File: config.mk
export PLATFORM = sky130hd
export DESIGN_NAME = rca_seg_pg
export DESIGN_NICKNAME = d
export VERILOG_FILES = /design/src/rtl/rca_seg_pg.sv
export SDC_FILE = /design/constraint.sdc
export NUM_CORES = 1
export LEC_CHECK = 0
export CORE_ASPECT_RATIO = 1.1
export CORE_UTILIZATION = 30
export DETAILED_ROUTE_END_ITERATION = 16
export GPL_TIMING_DRIVEN = 0
export PLACE_DENSITY = 0.66
export SYNTH_ARGS = -nofsm -noshare
export SYNTH_HDL_FRONTEND = slang
export SYNTH_SLANG_ARGS = --single-unit
File: constraint.sdc
create_clock -name clk -period 12.1 [get_ports clk]
set_input_delay 2.42 -clock clk [delete_from_list [all_inputs] [get_ports clk]]
set_output_delay 2.42 -clock clk [all_outputs]
set_load 0.05 [all_outputs]
File: src/rtl/rca_seg_pg.sv
// -----------------------------------------------------------------------------
// rca_seg_pg
//   NUM_SEG x SEG_W ripple-carry adder with per-segment power gating. Every
//   segment above segment 0 owns a small power sequencer that walks the
//   iso -> ret -> pse handshake on shutdown and reverses it on wake.
//
//   A power request is sampled when the block is idle and differs from the
//   current ON/OFF map. The sampling edge only records the request. Segment
//   FSMs move on the following edge, and all changing segments sequence in
//   parallel. Operands are accepted only while no sequencing is in flight.
//   The sum is registered, so its latency is one cycle.
//
// Ports
//   clk        in   rising-edge clock
//   reset      in   asynchronous reset, active-low
//   cin        in   carry into segment 0
//   a, b       in   W-bit operands, W = SEG_W*NUM_SEG
//   in_valid   in   operands valid
//   in_ready   out  operands accepted this cycle (= !pwr_busy)
//   s          out  W+1-bit registered sum, s[W] = carry out of top segment
//   out_valid  out  one-cycle pulse when s is updated
//   pwr_req    in   requested power per segment (bit 0 ignored)
//   pwr_busy   out  a request is launching or any segment is sequencing
//   iso        out  per-segment isolation enable
//   ret        out  per-segment retention hold
//   pse        out  per-segment power switch enable (1 = powered)
//   seg_on     out  segment fully ON
// -----------------------------------------------------------------------------
module rca_seg_pg #(
    parameter int SEG_W     = 16,
    parameter int NUM_SEG   = 4,
    parameter int PWRUP_CYC = 4
) (
    input  logic                       clk,
    input  logic                       reset,
    input  logic                       cin,
    input  logic [SEG_W*NUM_SEG-1:0]   a,
    input  logic [SEG_W*NUM_SEG-1:0]   b,
    input  logic                       in_valid,
    output logic                       in_ready,
    output logic [SEG_W*NUM_SEG:0]     s,
    output logic                       out_valid,
    input  logic [NUM_SEG-1:0]         pwr_req,
    output logic                       pwr_busy,
    output logic [NUM_SEG-1:0]         iso,
    output logic [NUM_SEG-1:0]         ret,
    output logic [NUM_SEG-1:0]         pse,
    output logic [NUM_SEG-1:0]         seg_on
);

    localparam int W     = SEG_W * NUM_SEG;
    localparam int CNT_W = (PWRUP_CYC > 1) ? $clog2(PWRUP_CYC) : 1;

    typedef enum logic [2:0] {
        ST_ON   = 3'd0,
        ST_ISO  = 3'd1,
        ST_SAVE = 3'd2,
        ST_OFF  = 3'd3,
        ST_PUP  = 3'd4,
        ST_REL  = 3'd5
    } seg_state_e;

    seg_state_e             state_q [NUM_SEG];
    seg_state_e             state_d [NUM_SEG];
    logic [CNT_W-1:0]       cnt_q   [NUM_SEG];
    logic [CNT_W-1:0]       cnt_d   [NUM_SEG];

    logic                   start_q;       // request was latched last edge
    logic [NUM_SEG-1:1]     req_q;         // latched target map
    logic [NUM_SEG-1:0]     pwr_req_eff;   // bit 0 forced on
    logic                   launch;
    logic                   seq_active;

    logic [W:0]             sum_d;
    logic [W:0]             s_q;
    logic                   out_valid_q;
    logic [SEG_W:0]         seg_sum;
    logic                   carry;

    // -------------------------------------------------------------------------
    // Power-state decode
    // -------------------------------------------------------------------------
    always_comb begin
        // NOTE: every combinational output gets a default before any branch,
        // so no path through the block leaves a value unassigned (no latch).
        iso        = '0;
        ret        = '0;
        pse        = '0;
        seg_on     = '0;
        seq_active = 1'b0;
        for (int i = 0; i < NUM_SEG; i++) begin
            unique case (state_q[i])
                ST_ON:   begin pse[i] = 1'b1; seg_on[i] = 1'b1; end
                ST_ISO:  begin iso[i] = 1'b1; pse[i] = 1'b1; seq_active = 1'b1; end
                ST_SAVE: begin iso[i] = 1'b1; ret[i] = 1'b1; pse[i] = 1'b1;
                               seq_active = 1'b1; end
                ST_OFF:  begin iso[i] = 1'b1; ret[i] = 1'b1; end
                ST_PUP:  begin iso[i] = 1'b1; ret[i] = 1'b1; pse[i] = 1'b1;
                               seq_active = 1'b1; end
                ST_REL:  begin iso[i] = 1'b1; pse[i] = 1'b1; seq_active = 1'b1; end
                default: begin pse[i] = 1'b1; seg_on[i] = 1'b1; end
            endcase
        end
    end

    // The latch edge itself counts as busy, so a new request cannot be
    // sampled before the FSMs have left ON/OFF.
    assign pwr_busy    = start_q | seq_active;
    assign in_ready    = ~pwr_busy;
    assign pwr_req_eff = pwr_req | NUM_SEG'(1);
    assign launch      = ~pwr_busy & (pwr_req_eff != seg_on);

    // -------------------------------------------------------------------------
    // Segment sequencers: next state
    // -------------------------------------------------------------------------
    always_comb begin
        for (int i = 0; i < NUM_SEG; i++) begin
            state_d[i] = state_q[i];
            cnt_d[i]   = cnt_q[i];
        end
        state_d[0] = ST_ON;
        cnt_d[0]   = '0;
        for (int i = 1; i < NUM_SEG; i++) begin
            unique case (state_q[i])
                ST_ON:   if (start_q && !req_q[i]) state_d[i] = ST_ISO;
                ST_ISO:  state_d[i] = ST_SAVE;
                ST_SAVE: state_d[i] = ST_OFF;
                ST_OFF:  if (start_q && req_q[i]) begin
                             state_d[i] = ST_PUP;
                             cnt_d[i]   = CNT_W'(PWRUP_CYC - 1);
                         end
                ST_PUP:  if (cnt_q[i] == '0) state_d[i] = ST_REL;
                         else                cnt_d[i]   = cnt_q[i] - CNT_W'(1);
                ST_REL:  state_d[i] = ST_ON;
                default: state_d[i] = ST_ON;
            endcase
        end
    end

    // -------------------------------------------------------------------------
    // Datapath: each ON segment adds; an isolated segment clamps its sum and
    // its carry out to zero.
    // -------------------------------------------------------------------------
    always_comb begin
        sum_d   = '0;
        carry   = cin;
        seg_sum = '0;
        for (int k = 0; k < NUM_SEG; k++) begin
            if (seg_on[k]) begin
                seg_sum = {1'b0, a[k*SEG_W +: SEG_W]}
                        + {1'b0, b[k*SEG_W +: SEG_W]}
                        + {{SEG_W{1'b0}}, carry};
                sum_d[k*SEG_W +: SEG_W] = seg_sum[SEG_W-1:0];
                carry                   = seg_sum[SEG_W];
            end else begin
                carry = 1'b0;
            end
        end
        sum_d[W] = carry;
    end

    // -------------------------------------------------------------------------
    // State registers
    // -------------------------------------------------------------------------
    // NOTE: sequential state uses non-blocking assignments so every register
    // samples pre-edge values; this is what lets a transfer and a request
    // launch share an edge with the sum still seeing the old power map.
    always_ff @(posedge clk or negedge reset) begin
        if (!reset) begin
            // NOTE: the per-segment state/counter arrays are tiny control
            // registers, not storage, so they are reset like any flop.
            for (int i = 0; i < NUM_SEG; i++) begin
                state_q[i] <= ST_ON;
                cnt_q[i]   <= '0;
            end
            start_q     <= 1'b0;
            req_q       <= '1;
            s_q         <= '0;
            out_valid_q <= 1'b0;
        end else begin
            for (int i = 0; i < NUM_SEG; i++) begin
                state_q[i] <= state_d[i];
                cnt_q[i]   <= cnt_d[i];
            end
            start_q <= launch;
            if (launch) req_q <= pwr_req_eff[NUM_SEG-1:1];
            out_valid_q <= in_valid & in_ready;
            if (in_valid && in_ready) s_q <= sum_d;
        end
    end

    assign s         = s_q;
    assign out_valid = out_valid_q;

endmodule
-- Word level (Yosys, flattened, before mapping)
Index checks and enable logic that the tools add are counted.
- add/sub/neg operators: 11
- equal/unequal tests: 28
- muxes and demuxes: 42
- bitwise gates (word level): 4
- reduce and logical (&&, ||, !) cells: 34
- operators by type and width (cell ; count):
    16-bit by 16-bit adder with 17-bit output ; 4
    17-bit by 1-bit adder with 17-bit output ; 4
    16-bit two-way mux ; 3
    3-bit case mux with 5 select lines ; 3
    3-bit two-way mux ; 9
    2-bit != test, second input constant ; 12
    3-bit by 2-bit == test with 1-bit output, second input constant ; 6
    3-bit == test, second input constant ; 6
    1-bit two-way mux ; 18
    3-bit AND reduction ; 6
    5-bit OR reduction ; 3
    2-bit two-way mux ; 6
    2-bit case mux with 2 select lines ; 3
    4-bit OR reduction ; 3
    3-bit by 1-bit == test with 1-bit output, second input constant ; 3
    3-bit zero test ; 3
    3-bit OR reduction ; 3
    1-bit logical AND ; 7
    2-bit zero test ; 3
    2-bit nonzero test ; 3
    2-bit by 1-bit subtractor with 2-bit output, second input constant ; 3
    1-bit zero test ; 3
    3-bit != test ; 1
    1-bit bitwise AND ; 2
    other kinds (2) ; 2
- register bits: 85
- output and inout port bits: 84
- logic and storage cells: 129

-- Longest topological paths before layout
- depth after elaboration: 8
- mapped depth: 37

-- Worst setup path after synthesis
Ideal clock, no wire load.
- path type: input port to flip-flop
- start point: input port a[0]
- end point: register s_q[64], in the netlist s[64]
- library setup time: 0.136 ns
- data arrival time: 9.889 ns
- required time: 11.964 ns
- setup slack: 2.075 ns
- stages: 37
- cell sequence: inv_1 fa_1 inv_1 fa_1 a21o_1 a21oi_1 o21ai_0 a31o_2 a31oi_1 o21ai_0 fa_1 fa_1 a21o_1 nand4_1 a21oi_1 o22ai_1 o21ai_0 a211oi_1 nor2_1 fa_1 fa_1 a21o_1 a31oi_1 o211ai_1 o211ai_1 o21ai_0 nand2_1 a21oi_1 fa_1 fa_1 a21o_1 a21oi_1 o21ai_0 a31oi_1 o21ai_0 a41oi_1 o31ai_1
- cells in the longest elaborated chain, start to end: 8
- ends and longest elaborated chain (element ; line ; text):
    start: declaration ; 37 ; input logic [SEG_W*NUM_SEG-1:0] a,
    16-bit by 16-bit adder with 17-bit output ; 151 ; + {1'b0, b[k*SEG_W +: SEG_W]}
    17-bit by 1-bit adder with 17-bit output (2 in a row) ; 152 ; + {{SEG_W{1'b0}}, carry};
    1-bit two-way mux ; 149 ; if (seg_on[k]) begin
    17-bit by 1-bit adder with 17-bit output ; 152 ;
    1-bit two-way mux ; 149 ;
    17-bit by 1-bit adder with 17-bit output ; 152 ;
    1-bit two-way mux ; 149 ;
    end signal: assignment ; 188 ; if (in_valid && in_ready) s_q <= sum_d;
    end: declaration ; 75 ; logic [W:0] s_q;
No other way between the ends.
A chain may end at the register's enable or synchronous reset.

-- Worst setup path after layout
Ends and elaborated chain as after synthesis.

==> results.md <==
* Most used cell, CP: fa_1
* Slew Viols, Final at 0
* Pwr Density at approximately 210 nW/um^2
* TritonCTS clock tree: yes
* Worst min-delay path class: reg -> reg
* WL final at 18.4 mm
* Post-synthesis sequential area ratio at 34.1%
* Total power at 1.89 mW
* Port Buffers at 214
* Core footprint at 20,100 sq um
* Drt wl/cell at 15.8 um
* Tot GR Track Use at 17.5%
* Via count at 5,789
* Worst-case clock buffer depth at 2
* Number of synthesized register bits at between 80 and 90
* Grt total ovfl at 0
* Initial antenna violation count at 0
* Leak at 3.99 nW
* Slew @ Worst Pin at 0.624 ns
* DR pass1 iterations at 4
* WS Path Type: in -> reg
* RSZ-0062 raised after global routing: false
* Synth Cell Area at 6240 sq um
* Outcome: finished, final reports clean
* Rel. slew slack at between 50% and 60%
* Sequential share of power at 24.7%
* EDFF count, synth at 0
* Minimum clock period at 11.28 ns
* P&R area growth vs syn at 44.7%
* First-pass GRT wire length at 29.4 mm
* Share of the synthesized area in the top cell type at 32.9%
* DRC viols at 0
* Critical Path Fanout Max at 3
* Clk pin slew, worst setup/hold paths at 0.06 ns
* Critical path's largest stage delay at 0.44 ns
* DR vias/cell at approximately 5
* Pin count of the biggest net entering global routing at 57
* Arrival @ worst endpoint at around 11 ns
* # setup viols final at 0
* Leading post-synthesis cells by cell area: dfrtp_1, ha_1, nand2_1
* Syn avg cell area at 9.22 sq um
* Crit end category: flip-flop
* Setup Fix Bufs, Post-CTS at 0
* Die width at 140 um
* Sw frac at approximately half
* Post-synthesis cell count at 677
* Nets@finish at around 1,100
* Routed Antenna Nets at 0
* Initial cell density of the core at 31.0%
* Final Hold Violating Endpoints at 0
* Slowest CP cell: fa_1
* Clock sink total at 85
* CTS root buf: clkbuf_16
* Clock latency on the worst-skew pair at about 0.35 ns
* Inserted Clock Buffers at 9
* H-tree Lvls at 3
* Netlist cell types at 66
* Core Rows at 54
* CP startpoint: a[0]
* Yosys warns at 0
* Setup TNS at 0 ns
* GPL Wtd Cong at 0.825
* Post-synth top flop: dfrtp_1
* Clock Power Share at 14.9%
* Layout cells sized above 1 at 6.04%
* Final hold slack at 0.460 ns
* CP startpoint kind: primary input
* Ant. Diodes at 0
* Comb power frac at 60.5%
* VDD IR max at 0.0797 mV
* Critical path required time at 12.30 ns
* Hold_sp: cnt_q[0]$_DFFE_PN0P_
* Initial DRC Count at 167
* Vias in the first global route at between 5,000 and 6,000
* Psw at 922 uW
* Synth area leader: dfrtp_1
* I/O Pins at 220
* Cell-internal power at approximately 970 uW
* Die area at 21,400 sq um
* Final Skew at 0.00953 ns
* Max_cap viols at 0
* FF-to-FF Start: state_q[8]$_DFFE_PN0P_
* Max Fclk at 88.6 MHz
* Post-DP HPWL at ~15 mm
* Async S/R FF share, synth at 100%
* Tcrit/Tclk final at between 90% and 100%
* Die height at 153 um
power groups by stage:
stage | sequential (mW) | combinational [mW] | clock, mW
after CTS | 0.467 | 1.16 | 0.290
after floorplan | 0.759 | 0.451 | 0
final | 0.466 | 1.14 | 0.281
after detailed placement | 0.471 | 1.15 | 0
after global routing | 0.482 | 1.22 | 0.302
after global placement | 0.467 | 1.15 | 0
worst paths after layout:
check                      slack, ns  cells past startpoint                    to
setup / recovery                0.82                     38     s[64]$_DFFE_PN0P_
setup reg to reg                5.90                     23     s[64]$_DFFE_PN0P_
hold reg to reg                 0.46                      1  cnt_q[0]$_DFFE_PN0P_
hold / removal                  0.46                      1  cnt_q[0]$_DFFE_PN0P_
min in group asynchronous       2.00                      1      s[9]$_DFFE_PN0P_
max in group asynchronous       9.41                      2  req_q[2]$_DFFE_PN1P_
per-stage QoR:
| step | area, sq um | util (%) | setup WS, ns | instances |
|---|---|---|---|---|
| global placement | 8710 | 43.2 | 0.385 | 1145 |
| floorplan | 6250 | - | 2.08 | 679 |
| finish | 9030 | 44.9 | 0.818 | 1162 |
| CTS | 9030 | 44.8 | 0.670 | 1162 |
| global route | 9030 | 44.9 | 0.0703 | 1162 |
| detailed placement | 8730 | 43.4 | 0.356 | 1146 |
Yosys cell counts (all sizes together), types with 7 or more instances:
library cell  number
a211oi             7
a22o              21
nor2              31
nor3              10
nand3             15
o31ai             23
clkbuf             8
xnor2             32
dfrtp             82
ha                64
nand2             88
a21oi             53
a21o              21
nand2b             9
a31oi             12
o21a              10
fa                 8
o21ai             45
buf               14
inv               27
xor2              24
critical path: cells and delay by family:
family | cells | cell delay, ns
AOI/OAI and AO/OA | 24 | 5.01
adders and majority gates | 8 | 3.18
buffers and inverters | 3 | 0.55
and+or+nand+nor | 3 | 0.30
placed cells by master, fill, tap and decap left out, drive strengths merged, types with 4 or more instances in the layout:
cell type        n
clkdlybuf4s50  213
nand2           88
dfrtp           82
ha              64
a21oi           53
o21ai           45
xnor2           32
nor2            31
inv             27
xor2            24
o31ai           23
a22o            21
a21o            21
clkbuf          20
buf             16
nand3           15
a31oi           12
o21a            10
nor3            10
nand2b           9
fa               8
a211oi           7
nand4            6
o21bai           6
and2             6
o211ai           5
nor2b            4
mux2             4
conb             4
cell type report:
class                   instances  area (sq um)
multi-input cells             544          3900
clock inverters                 4          47.5
flip-flops and latches         85          2130
fillers                      1956         11100
clock buffers                  12           246
plain buffers                  22           124
inverters                      28           105
repair buffers                215          2170
well taps                     252           315
state kept, by name, indices dropped and copies added (netlist names):
register	cells
state_q	9
req_q	3
s	65
out_valid	1
start_q	1
cnt_q	6
routing by layer:
layer | GRT usage [%] | wire length [um] | vias to the layer above
li1 | - | - | 2917
met1 | 22.0 | 8020 | 2706
met2 | 29.7 | 8970 | 153
met3 | 4.07 | 1220 | 13
met4 | 5.13 | 191 | 0
met5 | 0 | 0 | -
kinds of logic (layout without fill, tap and decap cells):
| group | count (synthesis) | in the layout | share of synthesized area [%] |
|---|---|---|---|
| xor+xnor | 56 | 56 | 7.86 |
| fa+ha+maj | 72 | 72 | 15.4 |
| mux | 4 | 4 | 0.722 |
| buf+inv | 50 | 281 | 3.67 |
| compound gates | 228 | 228 | 24.6 |
| simple gates | 180 | 180 | 13.5 |
| flops | 85 | 85 | 34.1 |
| other cells | 2 | 4 | 0.120 |
timing repair:
item,in CTS,in global routing
hold buffers,0,0
resized for setup,0,1
setup endpoints to repair,0,1
Note: power is estimated with default switching activity, not from simulation.
